==> src/rtl/cpu_defs_pkg.sv <==
`default_nettype none
// ============================================================================
// Module   : cpu_defs_pkg
// Purpose  : Shared CPU definitions used by the fetch queue and its clients.
// Revision : 1.0 - initial release
// ============================================================================
package cpu_defs_pkg;

    // Default queue depth for the instruction fetch queue
    localparam int FQ_DEPTH = 16;

    // One queued instruction together with the PC it was fetched from
    typedef struct packed {
        logic [31:0] inst;
        logic [31:0] pc;
    } fq_entry_t;

endpackage : cpu_defs_pkg
`default_nettype wire

==> src/rtl/inst_fetch_queue_if.sv <==
`default_nettype none
// ============================================================================
// Module   : inst_fetch_queue_if
// Purpose  : Push (cache side), pop (decoder side) and status bundle of the
//            instruction fetch queue.
// Revision : 1.0 - initial release
// ============================================================================
interface inst_fetch_queue_if
    import cpu_defs_pkg::*;
#(
    parameter int DEPTH = FQ_DEPTH
);
    localparam int CNT_W = $clog2(DEPTH) + 1;

    logic             flush;
    logic             push_en1;
    logic             push_en2;
    logic [31:0]      push_inst1;
    logic [31:0]      push_inst2;
    logic [31:0]      push_pc1;
    logic [31:0]      push_pc2;
    logic             pop_en1;
    logic             pop_en2;
    logic             out_valid1;
    logic             out_valid2;
    logic [31:0]      out_inst1;
    logic [31:0]      out_inst2;
    logic [31:0]      out_pc1;
    logic [31:0]      out_pc2;
    logic             full;
    logic             empty;
    logic [CNT_W-1:0] count;

    // Pipeline side: drives pushes, pops and flush, observes the queue
    modport master (
        output flush, push_en1, push_en2, push_inst1, push_inst2,
               push_pc1, push_pc2, pop_en1, pop_en2,
        input  out_valid1, out_valid2, out_inst1, out_inst2,
               out_pc1, out_pc2, full, empty, count
    );

    // Queue side
    modport slave (
        input  flush, push_en1, push_en2, push_inst1, push_inst2,
               push_pc1, push_pc2, pop_en1, pop_en2,
        output out_valid1, out_valid2, out_inst1, out_inst2,
               out_pc1, out_pc2, full, empty, count
    );

endinterface : inst_fetch_queue_if
`default_nettype wire

==> src/rtl/inst_fetch_queue.sv <==
`default_nettype none
// ============================================================================
// Module   : inst_fetch_queue
// Purpose  : Dual-push / dual-pop instruction queue between the dual-issue
//            instruction cache and the decoder. Keeps 2 slots in reserve so
//            a double push is always safe when full is low.
// Revision : 1.0 - initial release
// ============================================================================
module inst_fetch_queue
    import cpu_defs_pkg::*;
#(
    parameter int DEPTH = FQ_DEPTH,
    parameter int PTR_W = $clog2(DEPTH)
) (
    input  wire logic          clk,
    input  wire logic          rst,
    inst_fetch_queue_if.slave  q
);
    localparam int CNT_W = PTR_W + 1;

    fq_entry_t        mem_q [DEPTH];
    logic [PTR_W-1:0] rd_ptr_q, rd_ptr_d;
    logic [PTR_W-1:0] wr_ptr_q, wr_ptr_d;
    logic [CNT_W-1:0] count_q, count_d;

    logic             full_w;
    logic             push1, push2, pop1, pop2;
    logic [PTR_W-1:0] rd_ptr_nxt1;
    logic [PTR_W-1:0] wr_ptr_nxt1;

    // Status and head-entry outputs, all from registered state only
    always_comb begin
        rd_ptr_nxt1  = rd_ptr_q + PTR_W'(1);
        full_w       = (count_q >= CNT_W'(DEPTH - 1));
        q.full       = full_w;
        q.empty      = (count_q == '0);
        q.count      = count_q;
        q.out_valid1 = (count_q >= CNT_W'(1));
        q.out_valid2 = (count_q >= CNT_W'(2));
        q.out_inst1  = mem_q[rd_ptr_q].inst;
        q.out_pc1    = mem_q[rd_ptr_q].pc;
        q.out_inst2  = mem_q[rd_ptr_nxt1].inst;
        q.out_pc2    = mem_q[rd_ptr_nxt1].pc;
    end

    // Handshake qualification: full is judged before any same-cycle pop so
    // there is no combinational path from pop_en to push acceptance
    always_comb begin
        push1 = q.push_en1 & ~full_w & ~q.flush;
        push2 = q.push_en2 & push1;
        pop1  = q.pop_en1 & q.out_valid1 & ~q.flush;
        pop2  = q.pop_en2 & pop1 & q.out_valid2;
    end

    // Next pointer / occupancy; flush discards everything
    always_comb begin
        wr_ptr_nxt1 = wr_ptr_q + PTR_W'(1);
        rd_ptr_d    = rd_ptr_q + PTR_W'(pop1) + PTR_W'(pop2);
        wr_ptr_d    = wr_ptr_q + PTR_W'(push1) + PTR_W'(push2);
        count_d     = count_q + CNT_W'(push1) + CNT_W'(push2)
                              - CNT_W'(pop1)  - CNT_W'(pop2);
        if (q.flush) begin
            rd_ptr_d = '0;
            wr_ptr_d = '0;
            count_d  = '0;
        end
    end

    // Pointer and occupancy registers
    always_ff @(posedge clk) begin
        if (rst) begin
            rd_ptr_q <= '0;
            wr_ptr_q <= '0;
            count_q  <= '0;
        end else begin
            rd_ptr_q <= rd_ptr_d;
            wr_ptr_q <= wr_ptr_d;
            count_q  <= count_d;
        end
    end

    // Entry storage: slot 1 at wr_ptr, slot 2 at wr_ptr+1 (wraps naturally)
    always_ff @(posedge clk) begin
        if (push1) begin
            mem_q[wr_ptr_q] <= '{inst: q.push_inst1, pc: q.push_pc1};
        end
        if (push2) begin
            mem_q[wr_ptr_nxt1] <= '{inst: q.push_inst2, pc: q.push_pc2};
        end
    end

endmodule : inst_fetch_queue
`default_nettype wire

==> src/flat_wrapper.sv <==
// flat-port wrapper written by rule: the top's interface ports become plain ports
module inst_fetch_queue_flat import cpu_defs_pkg::*;
#(
    parameter int DEPTH = FQ_DEPTH,
    parameter int PTR_W = $clog2(DEPTH)
)
  (clk, rst, q_flush, q_push_en1, q_push_en2, q_push_inst1, q_push_inst2, q_push_pc1, q_push_pc2, q_pop_en1, q_pop_en2, q_out_valid1, q_out_valid2, q_out_inst1, q_out_inst2, q_out_pc1, q_out_pc2, q_full, q_empty, q_count);
  inst_fetch_queue_if #(.DEPTH(DEPTH)) q_i ();
  input  wire logic clk;
  input  wire logic rst;
  input wire logic [$bits(q_i.flush)-1:0] q_flush;
  input wire logic [$bits(q_i.push_en1)-1:0] q_push_en1;
  input wire logic [$bits(q_i.push_en2)-1:0] q_push_en2;
  input wire logic [$bits(q_i.push_inst1)-1:0] q_push_inst1;
  input wire logic [$bits(q_i.push_inst2)-1:0] q_push_inst2;
  input wire logic [$bits(q_i.push_pc1)-1:0] q_push_pc1;
  input wire logic [$bits(q_i.push_pc2)-1:0] q_push_pc2;
  input wire logic [$bits(q_i.pop_en1)-1:0] q_pop_en1;
  input wire logic [$bits(q_i.pop_en2)-1:0] q_pop_en2;
  output wire logic [$bits(q_i.out_valid1)-1:0] q_out_valid1;
  output wire logic [$bits(q_i.out_valid2)-1:0] q_out_valid2;
  output wire logic [$bits(q_i.out_inst1)-1:0] q_out_inst1;
  output wire logic [$bits(q_i.out_inst2)-1:0] q_out_inst2;
  output wire logic [$bits(q_i.out_pc1)-1:0] q_out_pc1;
  output wire logic [$bits(q_i.out_pc2)-1:0] q_out_pc2;
  output wire logic [$bits(q_i.full)-1:0] q_full;
  output wire logic [$bits(q_i.empty)-1:0] q_empty;
  output wire logic [$bits(q_i.count)-1:0] q_count;
  assign q_i.flush = q_flush;
  assign q_i.push_en1 = q_push_en1;
  assign q_i.push_en2 = q_push_en2;
  assign q_i.push_inst1 = q_push_inst1;
  assign q_i.push_inst2 = q_push_inst2;
  assign q_i.push_pc1 = q_push_pc1;
  assign q_i.push_pc2 = q_push_pc2;
  assign q_i.pop_en1 = q_pop_en1;
  assign q_i.pop_en2 = q_pop_en2;
  assign q_out_valid1 = q_i.out_valid1;
  assign q_out_valid2 = q_i.out_valid2;
  assign q_out_inst1 = q_i.out_inst1;
  assign q_out_inst2 = q_i.out_inst2;
  assign q_out_pc1 = q_i.out_pc1;
  assign q_out_pc2 = q_i.out_pc2;
  assign q_full = q_i.full;
  assign q_empty = q_i.empty;
  assign q_count = q_i.count;
  inst_fetch_queue #(.DEPTH(DEPTH), .PTR_W(PTR_W)) u_core (.clk(clk), .rst(rst), .q(q_i));
endmodule
==> config.mk <==
export PLATFORM = sky130hd
export DESIGN_NAME = inst_fetch_queue_flat
export DESIGN_NICKNAME = d
export VERILOG_FILES = /design/src/rtl/cpu_defs_pkg.sv /design/src/rtl/inst_fetch_queue_if.sv /design/src/rtl/inst_fetch_queue.sv /design/src/flat_wrapper.sv
export SDC_FILE = /design/constraint.sdc
export NUM_CORES = 2
export LEC_CHECK = 0
export ABC_CLOCK_PERIOD_IN_PS = 9100
export CAP_MARGIN = 20
export CORE_MARGIN = 5
export CORE_UTILIZATION = 60
export CTS_BUF_LIST = sky130_fd_sc_hd__clkbuf_2 sky130_fd_sc_hd__clkbuf_4 sky130_fd_sc_hd__clkbuf_8
export CTS_CLUSTER_DIAMETER = 80
export DETAILED_ROUTE_END_ITERATION = 16
export GPL_TIMING_DRIVEN = 0
export PLACE_DENSITY = 0.75
export SLEW_MARGIN = 5
export SYNTH_ARGS = -nofsm -noshare
export SYNTH_HDL_FRONTEND = slang
export SYNTH_SLANG_ARGS = --single-unit
==> constraint.sdc <==
create_clock -name clk -period 9.1 [get_ports clk]
set_input_delay 1.365 -clock clk [delete_from_list [all_inputs] [get_ports clk]]
set_output_delay 1.365 -clock clk [all_outputs]
set_load 0.05 [all_outputs]
==> key figures <==
Logic synthesis
  • Synth Register Bits: 1037
  • Synthesized instance count: 3723
  • Biggest area consumer among synthesized cells: edfxtp_1
  • Post-synth EDFFs: just over 1000
  • Yosys warning count: 0
  • Mux contribution to synthesized area: 0.376
  • Syn_area_per_cell: between 15 and 20 sq um
  • Yosys cell types: 50
  • Simple-Gate Fraction of Synth Area: 0.0108
  • Complex-gate fraction of the synthesized area: 0.0560
  • Adder-Cell Fraction of Synth Area: 0.00394
  • Syn_nets: 3874
  • Share of the synthesized area in the top cell type: 0.509
  • Most frequent cell after synthesis: edfxtp_1
  • Post-Synth XOR/XNOR Area: 0.000870
  • Post-synth top cells: 1024 x edfxtp_1, 766 x mux2_2, 384 x mux4_2, 258 x mux2_1, 256 x mux2i_1
  • Mapped cell area: 60400 sq um
  • Sequential fraction of the synthesis area: 0.513
  • Top FF cell, synth: edfxtp_1
  • Ys async rst share: 0
  • Top area cells in the synthesized netlist: edfxtp_1 51%, mux4_2 14%, mux2_2 14%, mux2_1 4.8%, mux2i_1 4.2%
  • Largest family of logic cells by synthesized area: multiplexers

Timing
  • Hold slack: 0.690 ns
  • Final WS setup: 2.25 ns
  • Final setup vio count: 0
  • Fin. Hold Viols: 0
  • Final Max Slew Viols: 0
  • Fmax: roughly 0.15 GHz
  • Slew HR: 0.170
  • Tcrit/Tclk final: 0.752
  • Setup TNS: 0 ns
  • Final min period: 6.85 ns
  • Worst Tran Pin Value: 1.25 ns
  • Clock Skews: 0.0388 ns
  • RSZ-0062 raised after global routing: no

Clock tree
  • Cts bufs inserted: 176
  • Post-CTS Setup Repair Bufs: 0
  • CTS Sinks: 1037
  • CTS tree: done
  • H-tree depth: 4
  • Hold_buf cts: 0
  • Clock latency on the worst-skew pair: slightly below 0.9 ns
  • Post-CTS sizing: 0
  • Root Driver: clkbuf_8
  • Clk buf depth: 3
  • CTS clock-pin slew for the worst setup and hold paths: ~0.060 ns

GRT
  • Initial antenna violation count: 15
  • Largest net degree at the start of global routing: 20
  • First-pass GRT wire length: ~300 mm
  • Total global-route track usage: 0.391
  • Vias in the first global route: between 40000 and 50000
  • GR Overflow Total: 0

Drt
  • Iteration-0 DRC Markers: 7099
  • Vias/cell: roughly 7.5
  • Post-Route WL: 213 mm
  • Via count: 42400
  • DRC errors left: 0
  • Routed Antenna Nets: 0
  • Post-DR wirelength/cell: 37.5 um
  • DR pass1 iterations: 8

Die
  • Die Y: 327 um
  • Top-Level Pins: about 270
  • Die width: ~330 um
  • Initial Util: 0.604
  • Die Area: between 100000 and 150000 sq um
  • Core ar.: 100000 sq um
  • Std cell rows: 116

Layout
  • Fin nets: ~4400
  • Finished Cell Area: between 60000 and 70000 sq um
  • Area Overhead vs Synth: 15.7%
  • Share of layout cells above drive strength 1: 0.396

Pwr
  • Pleak: 22.3 nW
  • Power Total: between 10 and 15 mW
  • Max VDD drop: 0.140 mV
  • Power Density: 155 nW/um^2

Outcome
  • Status: finished, final reports clean

Setup path
  • CP max-delay cell: buf_1
  • Type of origin of the critical path: register
  • Crit. End Element: primary output
  • Crit path max fanout: 10
  • CP most frequent cell: buf_2
  • Required @ worst endpoint: roughly 7.7 ns
  • Crit path buf inv count: 4
  • Crit path cell chain: ha_1 -> buf_2 -> buf_2 -> buf_1 -> mux4_2 -> a221o_1 -> clkdlybuf4s50_1
  • CP delay by family, top: buffers and inverters
  • WP data arrival: 5.48 ns
  • WS Path Type: reg2out
  • Max incr delay on CP: 0.84 ns

Flow run
  • Max_cap viols: 0

Place
  • Pre-CTS setup slack: 3.39 ns
  • Post-DP Area: approximately 66000 sq um
  • IO Port Bufs: 270
  • RD Place Congestion: 0.953
  • DP Wirelength: 144 mm

Hold path
  • HP Class: reg2reg
layer usage:
layer | track usage | up-vias | share of wire
met4 | 0.188 | 6 | 0.058
met1 | 0.521 | 21300 | 0.35
met2 | 0.588 | 3711 | 0.45
li1 | - | 16500 | -
met3 | 0.125 | 825 | 0.15
met5 | 0 | - | 0.00016
final cells by class:
| type | instances | area (sq um) |
|---|---|---|
| tap | 1298 | 1620 |
| clock inverter | 56 | 277 |
| fill | 6708 | 30100 |
| buffer | 435 | 2270 |
| multi-input combinational | 2237 | 27300 |
| inverter | 14 | 52.6 |
| antenna | 14 | 35.0 |
| clock buffer | 256 | 3090 |
| timing repair buffer | 335 | 4260 |
| sequential | 1037 | 31000 |
through the flow:
step | util | instances
floorplan | - | 3723
global placement | 0.647 | 5291
detailed placement | 0.665 | 5356
CTS | 0.698 | 5668
global route | 0.699 | 5677
finish | 0.699 | 5682
worst register-to-register path, stage by stage, from the launching register on:
cell	delay, ns
dfxtp_1	0.52
inv_1	0.12
ha_1	0.19
a21o_1	0.25
a311oi_2	0.66
and2_1	0.29
buf_4	0.30
buf_4	0.34
o21bai_4	0.41
buf_12	0.29
buf_12	0.24
sequential cells by signal (all words and copies together) (netlist names):
| signal | count |
|---|---|
| u_core.rd_ptr_q | 4 |
| u_core.q.count | 5 |
| u_core.mem_q | 1024 |
| u_core.wr_ptr_q | 4 |
cell families (layout without fill, tap and decap cells):
family / after synthesis / after routing
simple gates: 140 / 140
fa+ha+maj: 16 / 16
flops: 1037 / 1037
mux: 1664 / 1664
other cells: 0 / 14
compound gates: 411 / 411
buf+inv: 449 / 1096
xor+xnor: 6 / 6
cell usage in the layout (no fill, tap or decap), drive strengths merged, types with 3 or more instances in the layout:
master         Yosys  layout
a22o              63      63
nand4              6       6
nand2             77      77
xnor2              5       5
dfxtp             13      13
clkinv             0      46
mux4             384     384
edfxtp          1024    1024
fa                 5       5
a21bo              3       3
and3               4       4
nor2b              3       3
nor2              17      17
nand2b             3       3
nand3b             4       4
clkinvlp           0       4
o21ai             78      78
buf              213     278
a221o             63      63
mux2            1024    1024
mux2i            256     256
and2               9       9
a221oi           128     128
inv               14      20
ha                11      11
or2                4       4
clkbuf           222     478
diode              0      14
a22oi             64      64
o21bai             4       4
nand3              5       5
clkdlybuf4s50      0     270
worst paths after layout:
check	from	endpoint	slack (ns)	depth (start not counted)
setup / recovery	u_core.rd_ptr_q[0]$_SDFF_PP0_	q_out_inst2[2]	2.25	7
hold / removal	u_core.wr_ptr_q[2]$_SDFF_PP0_	u_core.wr_ptr_q[2]$_SDFF_PP0_	0.69	3
setup reg to reg	u_core.q.count[4]$_SDFF_PP0_	u_core.mem_q[12][31]$_DFFE_PP_	5.13	10
hold reg to reg	u_core.wr_ptr_q[2]$_SDFF_PP0_	u_core.wr_ptr_q[2]$_SDFF_PP0_	0.69	3
report_power, final:
| group | switching, mW | leakage, nW | internal (mW) |
|---|---|---|---|
| logic | 0.799 | 11.1 | 0.598 |
| clock network | 1.98 | 1.79 | 2.17 |
| registers | 0.0231 | 9.34 | 5.30 |
Power figures use the tool's default switching activity.
